### src/rtl/pc_branch_if.sv
// Handshake/bus bundle between the ALU-side control and the PC/branch stage.
// The master drives the retire and branch inputs; the slave returns PC, link and pulses.
interface pc_branch_if;
    logic        step;
    logic        halt_req;
    logic        resume;
    logic [3:0]  br_type;
    logic [31:0] br_offset;
    logic [31:0] br_reg;
    logic [4:0]  alu_flags;
    logic        flags_we;
    logic [31:0] pc;
    logic [31:0] link_addr;
    logic        link_we;
    logic        taken;
    logic        flush;
    logic [4:0]  flags_q;
    logic        halted;

    modport master (
        output step, halt_req, resume, br_type, br_offset, br_reg, alu_flags, flags_we,
        input  pc, link_addr, link_we, taken, flush, flags_q, halted
    );

    modport slave (
        input  step, halt_req, resume, br_type, br_offset, br_reg, alu_flags, flags_we,
        output pc, link_addr, link_we, taken, flush, flags_q, halted
    );
endinterface

### src/rtl/pc_branch_unit.sv
// PC update and branch resolution for KGP-RISC, with a run/halt controller gating PC advance.
//   state | meaning
//   RUN   | retiring instructions advance the PC and resolve branches
//   HALT  | PC frozen, all retire inputs ignored until resume
module pc_branch_unit #(
    parameter logic [31:0] RESET_PC = 32'h0000_0000,
    parameter logic [31:0] PC_STEP  = 32'd4
) (
    input  logic          clk,
    input  logic          rst_n,
    pc_branch_if.slave    bus
);
    typedef enum logic {S_RUN = 1'b0, S_HALT = 1'b1} state_t;

    localparam logic [3:0] BR_B    = 4'd1;
    localparam logic [3:0] BR_BR   = 4'd2;
    localparam logic [3:0] BR_BLTZ = 4'd3;
    localparam logic [3:0] BR_BZ   = 4'd4;
    localparam logic [3:0] BR_BNZ  = 4'd5;
    localparam logic [3:0] BR_BL   = 4'd6;
    localparam logic [3:0] BR_BCY  = 4'd7;
    localparam logic [3:0] BR_BNCY = 4'd8;

    state_t      state_q, state_d;
    logic [31:0] pc_q, pc_d;
    logic [31:0] link_q, link_d;
    logic [4:0]  flags_q, flags_d;
    logic        link_we_d, taken_d;
    logic        link_we_q, taken_q;
    logic        cond;
    logic [31:0] target;
    logic [31:0] pc_seq;

    // Carry-class branches read the stored flags so an add in the same cycle cannot affect them.
    always_comb begin
        cond = 1'b0;
        unique case (bus.br_type)
            BR_B, BR_BR, BR_BL: cond = 1'b1;
            BR_BLTZ:            cond = bus.alu_flags[0];
            BR_BZ:              cond = bus.alu_flags[1];
            BR_BNZ:             cond = bus.alu_flags[2];
            BR_BCY:             cond = flags_q[4];
            BR_BNCY:            cond = flags_q[3];
            default:            cond = 1'b0;
        endcase
    end

    assign pc_seq = pc_q + PC_STEP;

    always_comb begin
        target = (bus.br_type == BR_BR) ? bus.br_reg : pc_q + bus.br_offset;
        target[1:0] = 2'b00;
    end

    always_comb begin
        state_d   = state_q;
        pc_d      = pc_q;
        link_d    = link_q;
        flags_d   = flags_q;
        link_we_d = 1'b0;
        taken_d   = 1'b0;
        unique case (state_q)
            S_RUN: begin
                if (bus.step) begin
                    pc_d    = cond ? target : pc_seq;
                    taken_d = cond;
                    if (bus.br_type == BR_BL) begin
                        link_d    = pc_seq;
                        link_we_d = 1'b1;
                    end
                    if (bus.flags_we) flags_d = bus.alu_flags;
                end
                if (bus.halt_req) state_d = S_HALT;
            end
            S_HALT: begin
                if (bus.resume) state_d = S_RUN;
            end
            default: state_d = S_RUN;
        endcase
    end

    always_ff @(posedge clk or negedge rst_n) begin
        if (!rst_n) begin
            state_q   <= S_RUN;
            pc_q      <= RESET_PC;
            link_q    <= 32'd0;
            flags_q   <= 5'd0;
            link_we_q <= 1'b0;
            taken_q   <= 1'b0;
        end else begin
            state_q   <= state_d;
            pc_q      <= pc_d;
            link_q    <= link_d;
            flags_q   <= flags_d;
            link_we_q <= link_we_d;
            taken_q   <= taken_d;
        end
    end

    assign bus.pc        = pc_q;
    assign bus.link_addr = link_q;
    assign bus.link_we   = link_we_q;
    assign bus.taken     = taken_q;
    assign bus.flush     = taken_q;
    assign bus.flags_q   = flags_q;
    assign bus.halted    = (state_q == S_HALT);
endmodule

### src/flat_wrapper.sv
// flat-port wrapper written by rule: the top's interface ports become plain ports
module pc_branch_unit_flat 
#(
    parameter logic [31:0] RESET_PC = 32'h0000_0000,
    parameter logic [31:0] PC_STEP  = 32'd4
)
  (clk, rst_n, bus_step, bus_halt_req, bus_resume, bus_br_type, bus_br_offset, bus_br_reg, bus_alu_flags, bus_flags_we, bus_pc, bus_link_addr, bus_link_we, bus_taken, bus_flush, bus_flags_q, bus_halted);
  pc_branch_if bus_i ();
  input  logic clk;
  input  logic rst_n;
  input wire logic [$bits(bus_i.step)-1:0] bus_step;
  input wire logic [$bits(bus_i.halt_req)-1:0] bus_halt_req;
  input wire logic [$bits(bus_i.resume)-1:0] bus_resume;
  input wire logic [$bits(bus_i.br_type)-1:0] bus_br_type;
  input wire logic [$bits(bus_i.br_offset)-1:0] bus_br_offset;
  input wire logic [$bits(bus_i.br_reg)-1:0] bus_br_reg;
  input wire logic [$bits(bus_i.alu_flags)-1:0] bus_alu_flags;
  input wire logic [$bits(bus_i.flags_we)-1:0] bus_flags_we;
  output wire logic [$bits(bus_i.pc)-1:0] bus_pc;
  output wire logic [$bits(bus_i.link_addr)-1:0] bus_link_addr;
  output wire logic [$bits(bus_i.link_we)-1:0] bus_link_we;
  output wire logic [$bits(bus_i.taken)-1:0] bus_taken;
  output wire logic [$bits(bus_i.flush)-1:0] bus_flush;
  output wire logic [$bits(bus_i.flags_q)-1:0] bus_flags_q;
  output wire logic [$bits(bus_i.halted)-1:0] bus_halted;
  assign bus_i.step = bus_step;
  assign bus_i.halt_req = bus_halt_req;
  assign bus_i.resume = bus_resume;
  assign bus_i.br_type = bus_br_type;
  assign bus_i.br_offset = bus_br_offset;
  assign bus_i.br_reg = bus_br_reg;
  assign bus_i.alu_flags = bus_alu_flags;
  assign bus_i.flags_we = bus_flags_we;
  assign bus_pc = bus_i.pc;
  assign bus_link_addr = bus_i.link_addr;
  assign bus_link_we = bus_i.link_we;
  assign bus_taken = bus_i.taken;
  assign bus_flush = bus_i.flush;
  assign bus_flags_q = bus_i.flags_q;
  assign bus_halted = bus_i.halted;
  pc_branch_unit #(.RESET_PC(RESET_PC), .PC_STEP(PC_STEP)) u_core (.clk(clk), .rst_n(rst_n), .bus(bus_i));
endmodule
### config.mk
export PLATFORM = sky130hd
export DESIGN_NAME = pc_branch_unit_flat
export DESIGN_NICKNAME = d
export VERILOG_FILES = /design/src/rtl/pc_branch_if.sv /design/src/rtl/pc_branch_unit.sv /design/src/flat_wrapper.sv
export SDC_FILE = /design/constraint.sdc
export NUM_CORES = 1
export LEC_CHECK = 0
export CORE_UTILIZATION = 45
export CTS_CLUSTER_DIAMETER = 150
export DETAILED_ROUTE_END_ITERATION = 7
export GPL_TIMING_DRIVEN = 0
export PLACE_DENSITY = 0.76
export SYNTH_ARGS = -nofsm -noshare
export SYNTH_HDL_FRONTEND = slang
export SYNTH_SLANG_ARGS = --single-unit
### constraint.sdc
create_clock -name clk -period 3 [get_ports clk]
set_input_delay 0.6 -clock clk [delete_from_list [all_inputs] [get_ports clk]]
set_output_delay 0.6 -clock clk [all_outputs]
set_load 0.01 [all_outputs]
==> flow_metrics.py <==
metrics = {
    "run_status": {
        "status": "finished, violations left",
        "failed_checks": "design-rule violations",
    },
    "critical_path": {
        "critical_path_class": "input pin to flip-flop",
        "crit_arrival_ps": 3120,
        "path_buf_inv": 2,
        "crit_required_ps": 3180,
        "end_kind": "flip-flop",
        "critical_path.max_fanout": 5,
        "cp-start-kind": "input pin",
        "r2r-start": "u_core.bus.pc[10]",
        "crit_start": "bus_br_offset[3]",
        "crit_family": "compound AO/OA/AOI/OAI gates",
        "crit_chain": "clkdlybuf4s50_1, ha_1, a21oi_2, o21ai_2, a211oi_2, buf_4, o21bai_2, o21ai_1, xor2_1, a22oi_1",
        "slowest_delay_ps": 410,
        "cp_slowest_cell": "clkdlybuf4s50_1",
    },
    "placed_design": {
        "gp_congestion": 0.915,
        "place.port_buffers": 143,
        "hpwl_microns": 14400,
    },
    "yosys": {
        "syn_inst": 677,
        "synth_mux_area_frac": 0.0222,
        "synth_top_family_by_area": "compound AO/OA/AOI/OAI gates",
        "synth.yosys.warnings": 0,
        "synth_xor_area_frac": 0.0769,
        "synth-seq-cells": 68,
        "synth_area_leaders": "dfrtp_1 32%, ha_1 7.0%, o21ai_0 6.6%",
        "synth-compound-area-share": 0.250,
        "synth_common_cells": "79 x nand2_1, 71 x o21ai_0, 68 x dfrtp_1, 64 x nor2_1, 60 x a21oi_1",
        "synth_edf_count": 0,
        "synth-simple-area-share": 0.218,
        "synth.largest_area_cell": "dfrtp_1",
        "synthAdderAreaFrac": 0.0701,
        "syn_avg_cell_area_sq_um": 7.91,
        "synth.most_common_cell": "nand2_1",
        "synth_cell_types": 58,
        "synth_top_area_frac": 0.318,
        "synth-main-ff-cell": "dfrtp_1",
        "synth-seq-area-share": 0.318,
        "async_reset_ff_frac": 1.00,
        "netlist_area_sq_mm": 0.00536,
    },
    "die": {
        "core_area_sq_mm": 0.0115,
        "fp.dieW_microns": 111,
        "ios": 152,
        "dieArea_sq_mm": 0.0123,
        "initial_core_util": 0.465,
        "die_y_microns": 111,
        "core.rowCount": 39,
    },
    "layout": {
        "areaGrowthSynthToFinish_pct": 37.0,
        "fillers": 1022,
        "nets": 938,
        "diodes": 0,
        "drive_gt1_frac": 0.0732,
        "final_util": 0.637,
    },
    "timing": {
        "worst_slew_pin_slew_ps": 891,
        "layout_min_cycle_time_ps": 2940,
        "setup_tns_ps": 0,
        "slew_violations": 0,
        "finalSetupViolCount": 0,
        "clock-skew-final_ps": 5.82,
        "hold_viol": 0,
        "timing.fmax_mhz": 340,
        "relSlewSlack": 0.406,
        "post-route-period-util": 0.980,
        "whs_ps": 382,
        "rsz0062_at_grt": "no",
    },
    "run": {
        "max_cap_violations": 0,
    },
    "pwr": {
        "vdd_drop_max_uv": 489,
        "power.density_mw_per_mm2": 931,
        "static-leakage-power_nw": 2.99,
    },
    "clock_tree": {
        "clockBufferDepth": 2,
        "htreeDepth": 3,
        "cts_hold_buffers": 0,
        "path_clk_slew_ps": 60,
        "root_buffer": "clkbuf_16",
        "cts_tree": "built",
        "cts_buffers": 9,
        "cts.sink_count": 68,
        "insertion_delay_ps": 340,
    },
    "grt": {
        "grt_usage": 0.321,
        "grt-ovfl-total": 0,
        "antenna_found_initial": 0,
        "grt_pass1_wl_microns": 30800,
        "grt_pass1_vias": 5879,
        "grt_max_degree": 69,
    },
    "drt": {
        "drt-vias-per-instance": 6.12,
        "num_vias": 5970,
        "drtAntennaViolNets": 0,
        "wl_microns": 19600,
        "drtIter0Drc": 780,
        "drtPass1Iterations": 8,
        "wl_per_cell_microns": 20.1,
        "remaining_drc_errors": 20,
    },
    "min_path": {
        "min_path_type": "input pin to async pin",
    },
}
worst reg2reg max path: stages (launching register included):
cell and delay, ps:
dfrtp_1 470, ha_1 440, o21a_1 130, nor2_1 90, or4_1 600, o21bai_2 250, o21ai_1 210, xor2_1 280
a22oi_1 130
sequential cells by signal, summed over array words and instances (netlist names):
name	cells
u_core.bus.flags_q	5
u_core.bus.flush	1
u_core.bus.halted	1
u_core.bus.link_addr	30
u_core.bus.link_we	1
u_core.bus.pc	30
through the flow:
stage                     setup slack (ps)  std cells  total power, mW  cell area (sq um)
after floorplan                        362        680             3.97               5370
after global placement               -1070        966             5.49               6980
after detailed placement              -930        966             5.58               6980
after CTS                             17.8        982             6.69               7300
after global routing                  8.21        976             7.24               7340
final                                 60.2        976             6.83               7340
metal layers:
metal  track usage  vias up  share of wire
met5             0        -              0
met4         0.138        0          0.031
met3        0.0503       47          0.098
met2         0.524      344           0.46
met1         0.423     2810           0.41
li1              -     2769              -
layout by cell type, fill, tap and decap left out, drive strengths merged, types with 25 or more instances in the layout:
master / synthesis / final
a21oi: 60 / 60
clkbuf: 33 / 40
clkdlybuf4s50: 0 / 142
dfrtp: 68 / 68
ha: 30 / 30
nand2: 79 / 79
nand3: 27 / 27
nor2: 64 / 64
o21ai: 72 / 72
xnor2: 25 / 25
what timing repair did:
action                                  in CTS  in global routing
pin swaps                                    1                  0
endpoints found under the setup margin      15                 25
setup buffers                                2                  0
gates resized for setup                      7                 27
cell type report:
| type | count | area, sq um | area share |
|---|---|---|---|
| clock buffer | 14 | 284 | 0.0387 |
| inverter | 11 | 41.3 | 0.00563 |
| timing repair buffer | 145 | 1440 | 0.197 |
| clock inverter | 1 | 5.00 | 0.000682 |
| buffer | 37 | 183 | 0.0249 |
| sequential | 68 | 1700 | 0.232 |
| multi-input combinational | 557 | 3500 | 0.477 |
| tap | 143 | 179 | 0.0244 |
worst paths after layout:
| path | to | slack [ps] | depth (start not counted) |
|---|---|---|---|
| worst min register to register | u_core.bus.link_addr[26] | 480 | 2 |
| max in group asynchronous | u_core.bus.pc[15] | 2030 | 1 |
| worst max-delay path | u_core.bus.pc[24] | 60 | 10 |
| worst max register to register | u_core.bus.pc[24] | 240 | 8 |
| min in group clk | u_core.bus.link_addr[26] | 480 | 2 |
| worst min-delay path | u_core.bus.link_addr[4] | 380 | 1 |
power breakdown:
part	leakage (nW)	switching (mW)	internal [mW]	total [mW]
Combinational	2.00	2.10	1.86	3.96
Clock	0.145	0.399	0.645	1.04
Sequential	0.837	0.549	1.28	1.83
cells by family after synthesis:
logic type,after synthesis
muxes,11
AOI/OAI and AO/OA,219
buffers and inverters,55
other,1
DFF,68
and+or+nand+nor,246
adders and majority gates,30
xor gates and xnor gates,47
Note: power is estimated with default switching activity, not from simulation.
